--- config.mk ---
export PLATFORM = sky130hd
export DESIGN_NAME = shift_reg_universal
export DESIGN_NICKNAME = d
export VERILOG_FILES = /design/src/rtl/shift_reg_universal.sv
export SDC_FILE = /design/constraint.sdc
export NUM_CORES = 1
export LEC_CHECK = 0
export ABC_CLOCK_PERIOD_IN_PS = 2850
export CORE_ASPECT_RATIO = 0.8
export CORE_MARGIN = 3
export CORE_UTILIZATION = 38
export DETAILED_ROUTE_END_ITERATION = 8
export GPL_TIMING_DRIVEN = 0
export PLACE_DENSITY = 0.68
export SYNTH_ARGS = -nofsm -noshare
export SYNTH_HDL_FRONTEND = slang
export SYNTH_SLANG_ARGS = --single-unit
--- constraint.sdc ---
create_clock -name clk -period 2.85 [get_ports clk]
set_input_delay 0.7125 -clock clk [delete_from_list [all_inputs] [get_ports clk]]
set_output_delay 0.7125 -clock clk [all_outputs]
set_load 0.01 [all_outputs]
--- src/rtl/shift_reg_universal.sv ---
// shift_reg_universal: enable-gated WIDTH-bit universal register.
// Supports parallel load, logical shifts, rotates, arithmetic shift right and clear,
// plus a saturating count of shift/rotate operations with a registered done flag.
//
// Ports:
//   clk     - clock, all state updates on the rising edge
//   reset   - synchronous active-low reset
//   en      - clock enable, 0 holds all state
//   mode    - operation select (HOLD, LOAD, SHL, SHR, ROL, ROR, ASR, CLEAR)
//   d       - parallel load data
//   sin_l   - serial input entering the MSB on SHR
//   sin_r   - serial input entering the LSB on SHL
//   q       - register contents
//   sout_l  - q[WIDTH-1]
//   sout_r  - q[0]
//   cnt     - shifts since last load/clear/reset, saturating at WIDTH
//   done    - 1 exactly when cnt == WIDTH
module shift_reg_universal #(
   parameter int unsigned          WIDTH     = 8,
   parameter logic [WIDTH-1:0]     RESET_VAL = '0,
   localparam int unsigned         CW        = $clog2(WIDTH + 1)
) (
   input  logic             clk,
   input  logic             reset,
   input  logic             en,
   input  logic [2:0]       mode,
   input  logic [WIDTH-1:0] d,
   input  logic             sin_l,
   input  logic             sin_r,
   output logic [WIDTH-1:0] q,
   output logic             sout_l,
   output logic             sout_r,
   output logic [CW-1:0]    cnt,
   output logic             done
);

   typedef enum logic [2:0] {
      ModeHold  = 3'b000,
      ModeLoad  = 3'b001,
      ModeShl   = 3'b010,
      ModeShr   = 3'b011,
      ModeRol   = 3'b100,
      ModeRor   = 3'b101,
      ModeAsr   = 3'b110,
      ModeClear = 3'b111
   } mode_e;

   localparam logic [CW-1:0] CntMax = CW'(WIDTH);

   logic [WIDTH-1:0] q_q, q_d;
   logic [CW-1:0]    cnt_q, cnt_d;
   logic             done_q, done_d;
   logic             shift;

   always_comb begin
      q_d   = q_q;
      cnt_d = cnt_q;
      shift = 1'b0;
      unique case (mode_e'(mode))
         ModeHold:  ;
         ModeLoad: begin
            q_d   = d;
            cnt_d = '0;
         end
         ModeShl: begin
            q_d   = {q_q[WIDTH-2:0], sin_r};
            shift = 1'b1;
         end
         ModeShr: begin
            q_d   = {sin_l, q_q[WIDTH-1:1]};
            shift = 1'b1;
         end
         ModeRol: begin
            q_d   = {q_q[WIDTH-2:0], q_q[WIDTH-1]};
            shift = 1'b1;
         end
         ModeRor: begin
            q_d   = {q_q[0], q_q[WIDTH-1:1]};
            shift = 1'b1;
         end
         ModeAsr: begin
            q_d   = {q_q[WIDTH-1], q_q[WIDTH-1:1]};
            shift = 1'b1;
         end
         ModeClear: begin
            q_d   = RESET_VAL;
            cnt_d = '0;
         end
         default: ;
      endcase
      // Counter saturates; q keeps shifting beyond it.
      if (shift && (cnt_q != CntMax)) begin
         cnt_d = cnt_q + 1'b1;
      end
      // done tracks the next count so it rises with cnt, not a cycle later.
      done_d = (cnt_d == CntMax);
   end

   always_ff @(posedge clk) begin
      if (!reset) begin
         q_q    <= RESET_VAL;
         cnt_q  <= '0;
         done_q <= 1'b0;
      end else if (en) begin
         q_q    <= q_d;
         cnt_q  <= cnt_d;
         done_q <= done_d;
      end
   end

   assign q      = q_q;
   assign sout_l = q_q[WIDTH-1];
   assign sout_r = q_q[0];
   assign cnt    = cnt_q;
   assign done   = done_q;

endmodule

# Word level (Yosys, flattened, before mapping)
# Index checks and enable logic that the tools add are counted.
# classes
n_reduce_logical	7
n_mux	4
n_eq_ne	9
n_addsub	1
bitwise_logic	1
# ops
operator	count
case mux 8 bit (7 select lines)	1
equality test 3 bit, second input constant	4
2-to-1 mux 4 bit	2
nonzero test 7 bit	1
equality test 3 x 2 -> 1 bit, second input constant	2
nonzero test 6 bit	1
OR reduction 5 bit	1
adder 4 x 1 -> 4 bit, second input constant	1
equality test 4 bit, second input constant	1
inequality test 4 bit, second input constant	1
equality test 3 x 1 -> 1 bit, second input constant	1
AND reduction 3 bit	1
AND reduction 2 bit	1
OR reduction 2 bit	1
logical AND 1 bit	1
2-to-1 mux 1 bit	1
NOT 1 bit	1
# totals
out_inout_bits	15
register_bits	13
in_bits	16
elab_cells	26

# Longest topological paths before layout
# logic_depth
depth_word	6
mapped_depth	6
ltp_nobuf	6

# Least setup slack after synthesis
# Ideal clock, no wire load.
# synth_path
kind	input-to-reg
startpoint	in mode[0]
endpoint	reg q_q[6] (netlist: q[6])
required_time_ps	2734
setup_slack_ps	1118
path_stages	5
arrival_ps	1615
setup_time_ps	116
n_path_buf	1
cell_sequence	buf_6 > mux2_2 > a222oi_1 > nand2_1 > o211a_1
# synth_between
elab_chain_len	3
word_cells_on_any_way	10
classes_between	eq/ne (7); mux (1); reduce/logical (2)
# synth_lines
item	line_no	text
start: declaration	26	input logic [2:0] mode,
equality test 3 bit (tied with other cells)	59	unique case (mode_e'(mode))
nonzero test 7 bit (no line)	n/a	
AND reduction 2 bit (no line)	n/a	
end signal: assignment	105	q_q <= q_d;
end: declaration	50	logic [WIDTH-1:0] q_q, q_d;
# Several ways; a longest one is shown, not always the timed one.
# A chain may end at the register's enable or synchronous reset.

# Worst setup path in the final report
# layout_path
startpoint	in mode[2]
endpoint	reg q_q[4] (netlist: q[4])
# The elaborated chain is that of the path after synthesis.

==> impl_metrics.csv <==
group,metric,value,unit
setup_path,critical_path.cell_chain,"clkdlybuf4s50_1, buf_4, xor2_1, a222oi_1, nand2_1, o211a_1",
floorplanning,rows,15,
logic_synthesis,yosysWarnings,0,
clock_network,postCtsHoldBufs,0,
timing,setup_viol,0,
setup_path,r2r_cells,6,
timing,worst_slack,0.686,ns
finish,final_cell_mix,"clkdlybuf4s50_1 (29), dfxtp_1 (13), nand2_1 (9)",
drt,num_vias,948,
power,p_sw_share,30.4,%
drt,drc,0,
logic_synthesis,syn_inst,110,
timing,max_freq,462,MHz
floorplanning,die_h,50.3,um
clock_network,insertion_delay,0.28,ns
timing,setup-tns-final,0,ns
grt,grt_pass1_wl,4070,um
logic_synthesis,syn_avg_cell_area,8.47,sq um
finish,num_antenna_cells,0,
timing,relSlewSlack,63.8,%
setup_path,max_stage_delay,0.56,ns
grt,grt_pass1_vias,865,
finish,final_nets,162,
setup_path,critPathTopFamily,"buffers and inverters",
logic_synthesis,ys_seq_area_share,27.9,%
timing,finalClockSkew,0.00190,ns
placement,portBuffers,29,
timing,hold_viol,0,
timing,worst_pin_slew,0.542,ns
power,p_leak,0.551,nW
drt,drt_pass1_iterations,5,
setup_path,critPathMaxFanout,10,
drt,ant_nets,0,
run_status,outcome,"finished clean",
power,cell_internal_pwr,0.000325,W
grt,grt-ovfl-total,0,
setup_path,crit_required,3.08,ns
clock_network,clock_path_buffers,2,
finish,layout-drive-gt1-share,12.6,%
timing,min_period,2.16,ns
power,power_density,365,mW/mm^2
logic_synthesis,synth_area,932,sq um
timing,finalMaxSlewViolations,0,
logic_synthesis,synth_seq_cells,13,
floorplanning,die_x,61.4,um
setup_path,worstSetupPathType,"primary input to register",
logic_synthesis,syn-num-nets,128,
worst_hold_path,hold_path_class,"register to register",
logic_synthesis,ys_types,41,
floorplanning,initial_core_util,41.7,%
power,finalPower,0.000468,W
clock_network,post_cts_buffers,0,
placement,dp_slack,0.427,ns
drt,vias_per_cell,5.64,
grt,antenna_found_initial,0,
grt,grt_start_max_net_pins,11,
power,power.switching,0.000142,W
grt,grt_usage,17.3,%
floorplanning,die_area,0.00309,sq mm
clock_network,clock-root-buffer,"clkbuf_4",
setup_path,critical_path_depth,6,
setup_path,worst_setup_path_end_kind,"register",
clock_network,cts_tree,"done",
logic_synthesis,synth_ff_type,"dfxtp_1",
logic_synthesis,async_reset_ff_share,0,%
finish,nFillCells,228,
finish,syn_to_final_growth,37.4,%
finish,final_common_cell,"clkdlybuf4s50_1",
power,pwr-share-comb,30.8,%
power,pwr-share-seq,44.1,%
drt,wirelength,2470,um
timing,post-route-period-util,75.9,%
job,maxCapViolCount,0,
drt,drtIter0Drc,36,
worst_hold_path,hold_depth,2,
power,p_clk_share,25.1,%
clock_network,path_clk_slew,0.09,ns
timing,rsz0062_at_grt,"false",
drt,routedWlPerCell,14.7,um
clock_network,cts-htree-levels,1,
setup_path,critPathLaunchType,"primary input",
logic_synthesis,synth-edff-count,0,
floorplanning,core_area,0.00223,sq mm
placement,finalWeightedCongestion,0.891,
placement,hpwl,1830,um
setup_path,crit_arrival,2.39,ns
setup_path,ff2ff_setup_slack,1.38,ns
clock_network,cts_resized,0,
setup_path,path_buf_inv,2,
clock_network,numCtsBuffers,3,
floorplanning,io_pins,31,
clock_network,cts.sinks,13,
setup_path,cp_slowest_cell,"clkdlybuf4s50_1",
power,peakVddDrop,309,uV
## worst reg2reg max path: stages (launching register included)
cell	delay, ns
dfxtp_1	0.41
inv_1	0.11
ha_1	0.20
nand3b_1	0.09
and3_1	0.25
mux2i_1	0.10
o31ai_1	0.22
## cell usage after synthesis, types with 2 or more instances
cell type / n / area [sq um]
dfxtp_1: 13 / 260
nand2_1: 9 / 33.8
o21ai_0: 7 / 35.0
a222oi_1: 6 / 60.1
inv_1: 6 / 22.5
mux2_2: 6 / 67.6
nand3_1: 6 / 30.0
o211a_1: 6 / 60.1
a21boi_0: 4 / 30.0
buf_2: 3 / 15.0
buf_4: 3 / 22.5
nor2_1: 3 / 11.3
a21oi_1: 2 / 10.0
a31oi_1: 2 / 12.5
clkbuf_1: 2 / 7.51
ha_1: 2 / 25.0
nand2b_1: 2 / 12.5
nand3b_1: 2 / 15.0
nor2b_1: 2 / 12.5
o21a_1: 2 / 15.0
xnor2_1: 2 / 17.5
## logic make-up (layout without fill, tap and decap cells)
logic type                 count (synthesis)  after routing  share of synthesized area, %
adders and majority gates                  2              2                          2.68
DFF                                       13             13                          27.9
muxes                                      7              7                          8.32
buffers and inverters                     16             49                          8.86
AOI/OAI and AO/OA                         39             39                          32.8
and+or+nand+nor                           30             30                          16.6
xor gates and xnor gates                   3              3                          2.82
## stage by stage
step | instances | hold WS [ns] | instance area, sq um | utilization [%]
detailed placement | 164 | 0.473 | 1250 | 56.1
CTS | 168 | 0.485 | 1280 | 57.4
finish | 168 | 0.486 | 1280 | 57.4
global placement | 164 | 0.466 | 1250 | 56.1
global route | 168 | 0.517 | 1280 | 57.4
floorplan | 110 | 0.490 | 932 | -
## cell type report
class / count / area, sq um / share of cell area, %
clock buffers: 3 / 22.5 / 1.76
repair buffers: 29 / 290 / 22.7
inverters: 6 / 22.5 / 1.76
clock inverters: 1 / 5.00 / 0.391
multi-input cells: 81 / 589 / 46.0
well taps: 25 / 31.3 / 2.44
plain buffers: 10 / 60.1 / 4.69
flip-flops and latches: 13 / 260 / 20.3
## layer usage
| layer | wire, um | share of wire (%) | global-route usage [%] |
|---|---|---|---|
| met1 | 1270 | 51 | 25.7 |
| met4 | 21 | 0.85 | 3.18 |
| met5 | 0 | 0 | 0 |
| met3 | 149 | 6.0 | 4.63 |
| met2 | 1030 | 42 | 24.8 |
## state kept, by name, summed over array words and instances (netlist names)
register / count
cnt: 4
done: 1
q: 8
## power by group through the flow
| stage | sequential [W] | clock, W | combinational (W) |
|---|---|---|---|
| floorplan | 0.000212 | 0 | 0.0000769 |
| global placement | 0.000210 | 0 | 0.000143 |
| detailed placement | 0.000211 | 0 | 0.000143 |
| CTS | 0.000206 | 0.000121 | 0.000144 |
| global route | 0.000209 | 0.000131 | 0.000158 |
| finish | 0.000206 | 0.000117 | 0.000144 |
## final timing paths
kind                              start   end
worst min-delay path               done  done
worst max-delay path            mode[2]  q[4]
worst min register to register     done  done
worst max register to register   cnt[0]  done
(Power assumes the default switching activity.)
==> RTL change, RTL diff (same flow settings) <==
The parameter `WIDTH` goes from 8 to 16.
--- a/src/rtl/shift_reg_universal.sv
+++ b/src/rtl/shift_reg_universal.sv
@@ -18,3 +18,3 @@
 module shift_reg_universal #(
-   parameter int unsigned          WIDTH     = 8,
+   parameter int unsigned          WIDTH     = 16,
    parameter logic [WIDTH-1:0]     RESET_VAL = '0,
Interface: changed (resized cnt, d and q); port bits go from 31 to 48. No check against the original RTL was run, so the function may have changed too.
==> RTL change against the unedited design <==
Wire length up 78%. Clock power up 93%. Total power increased by 72%. Design area increased by 62%. Sequential cell count is 9 higher. Setup slack got worse by 0.38 ns. Synthesized area increased by 60%.
==> RTL change: results (changes against the unedited design) <==
Synth
  – Synth unique cells: 40 (was 41)
  – Seq/Total Area, Yosys: 29.53% (was 27.92%)
  – Main synth FF type: dfxtp_1 (unchanged)
  – Multiplexer share of the synthesized area: 8.725% (was 8.322%)
  – Area share of fa/ha/maj cells after synthesis: 1.678% (was 2.685%)
  – Mapped Nets: 198 (was 128)
  – Synth Area in Compound Gates: 35.82% (was 32.75%)
  – Largest cells by area after synthesis: dfxtp_1, o211a_1, mux2i_1, a22oi_1, o211ai_1 (was dfxtp_1, mux2_2, a222oi_1, o211a_1, o21ai_0)
  – Post-synthesis xor/xnor area fraction: 1.091% (was 2.819%)
  – Top post-synthesis cells by count: dfxtp_1, o211a_1, a22oi_1, mux2i_1, o211ai_1 (was dfxtp_1, nand2_1, o21ai_0)

Worst setup path
  – Reg2Reg Setup Slack: 1.06 ns (was 1.38 ns)

Placement
  – I/O Buffers: 46 (was 29)
  – Pre-CTS WS: 0.07376 ns (was 0.4269 ns)
  – Post-DP Area: 2017 um^2 (was 1254 um^2)
  – DPL Wire Length: 3.183 mm (was 1.831 mm)
  – Gpl congestion: 0.8870 (was 0.8907)

Global route
  – Global Route Usage Sum: 18.64% (was 17.27%)
  – Vias in the first global route: 1,505 (was 865)
  – Pin count of the biggest net entering global routing: 13 (was 11)
  – First-pass GRT wire length: 6.969 mm (was 4.071 mm)

Pwr
  – Lkg Pwr: 0.8538 nW (was 0.5507 nW)
  – Switch Pwr: 0.2328 mW (was 0.1423 mW)
  – Peak VDD IR: 0.2540 mV (was 0.3086 mV)

Routing
  – WL final: 4.388 mm (was 2.471 mm)
  – Met1 Routed Length: 2.089 mm (was 1.271 mm)
  – Met3 wire length: 304 um (was 149 um)
  – Met2 wire len: 1.934 mm (was 1.028 mm)
  – First-pass DRT Iterations: 4 (was 5)
  – DRT iter0 DRCs: 127 (was 36)
  – Vias per cell: 5.708 (was 5.643)

Cells and area
  – Layout cells sized above 1: 9.459% (was 12.59%)
  – Largest register FFs: 16 (was 8)
  – Final cell count without fillers: 274 (was 168)
  – Fill count: 329 (was 228)

Timing
  – Slew at the pin with the worst max-slew slack: 0.5735 ns (was 0.5418 ns)
  – Minimum hold slack: 0.4971 ns (was 0.4862 ns)
  – Setup ws final: 0.3047 ns (was 0.6859 ns)
  – Clk_skew: 0.004490 ns (was 0.001897 ns)

Clock tree
  – Max Root-Sink Buffers: 2 (unchanged)

Outcome
  – Status: finished, final reports clean (unchanged)
RTL change: power by group through the flow:
stage	Clock (mW)	Combinational, mW	Sequential, mW
6_report	0.226	0.224	0.352
3_3_place_gp	0	0.217	0.358
3_5_place_dp	0	0.221	0.359
2_1_floorplan	0	0.113	0.362
4_1_cts	0.230	0.224	0.352
5_1_grt	0.241	0.244	0.356
RTL change: worst max-delay path, cell delays in order:
cell             delay (ns)
clkdlybuf4s50_1        0.52
inv_1                  0.23
and3_2                 0.20
clkbuf_1               0.19
clkbuf_1               0.40
a22oi_1                0.17
o211ai_1               0.15
o211a_1                0.17
RTL change: metal layers:
metal / GRT usage [%] / up-vias
li1: - / 765
met1: 25.24 / 719
met2: 28.16 / 70
met3: 5.043 / 10
met4: 8.786 / 0
met5: 0 / -
RTL change: cell families after synthesis:
group	after synthesis
AND/OR/NAND/NOR	42
buffers and inverters	21
multiplexers	13
flip-flops	22
XOR/XNOR	1
adder cells (fa/ha/maj)	2
AO/OA/AOI/OAI	71
RTL change: cell type report:
type	instances	area [um^2]	share of cell area, %
Multi-Input combinational cell	129	942.2	45.47
Timing Repair Buffer	46	460.4	22.22
Sequential cell	22	440.4	21.26
Buffer	17	93.84	4.529
Tap cell	52	65.06	3.140
Clock buffer	4	55.05	2.657
Inverter	4	15.01	0.7246
RTL change: final timing paths:
| check | startpoint | end |
|---|---|---|
| worst max-delay path | mode[0] | q[6] |
| worst min-delay path | done | done |
| worst max register to register | cnt[1] | done |
| worst min register to register | done | done |
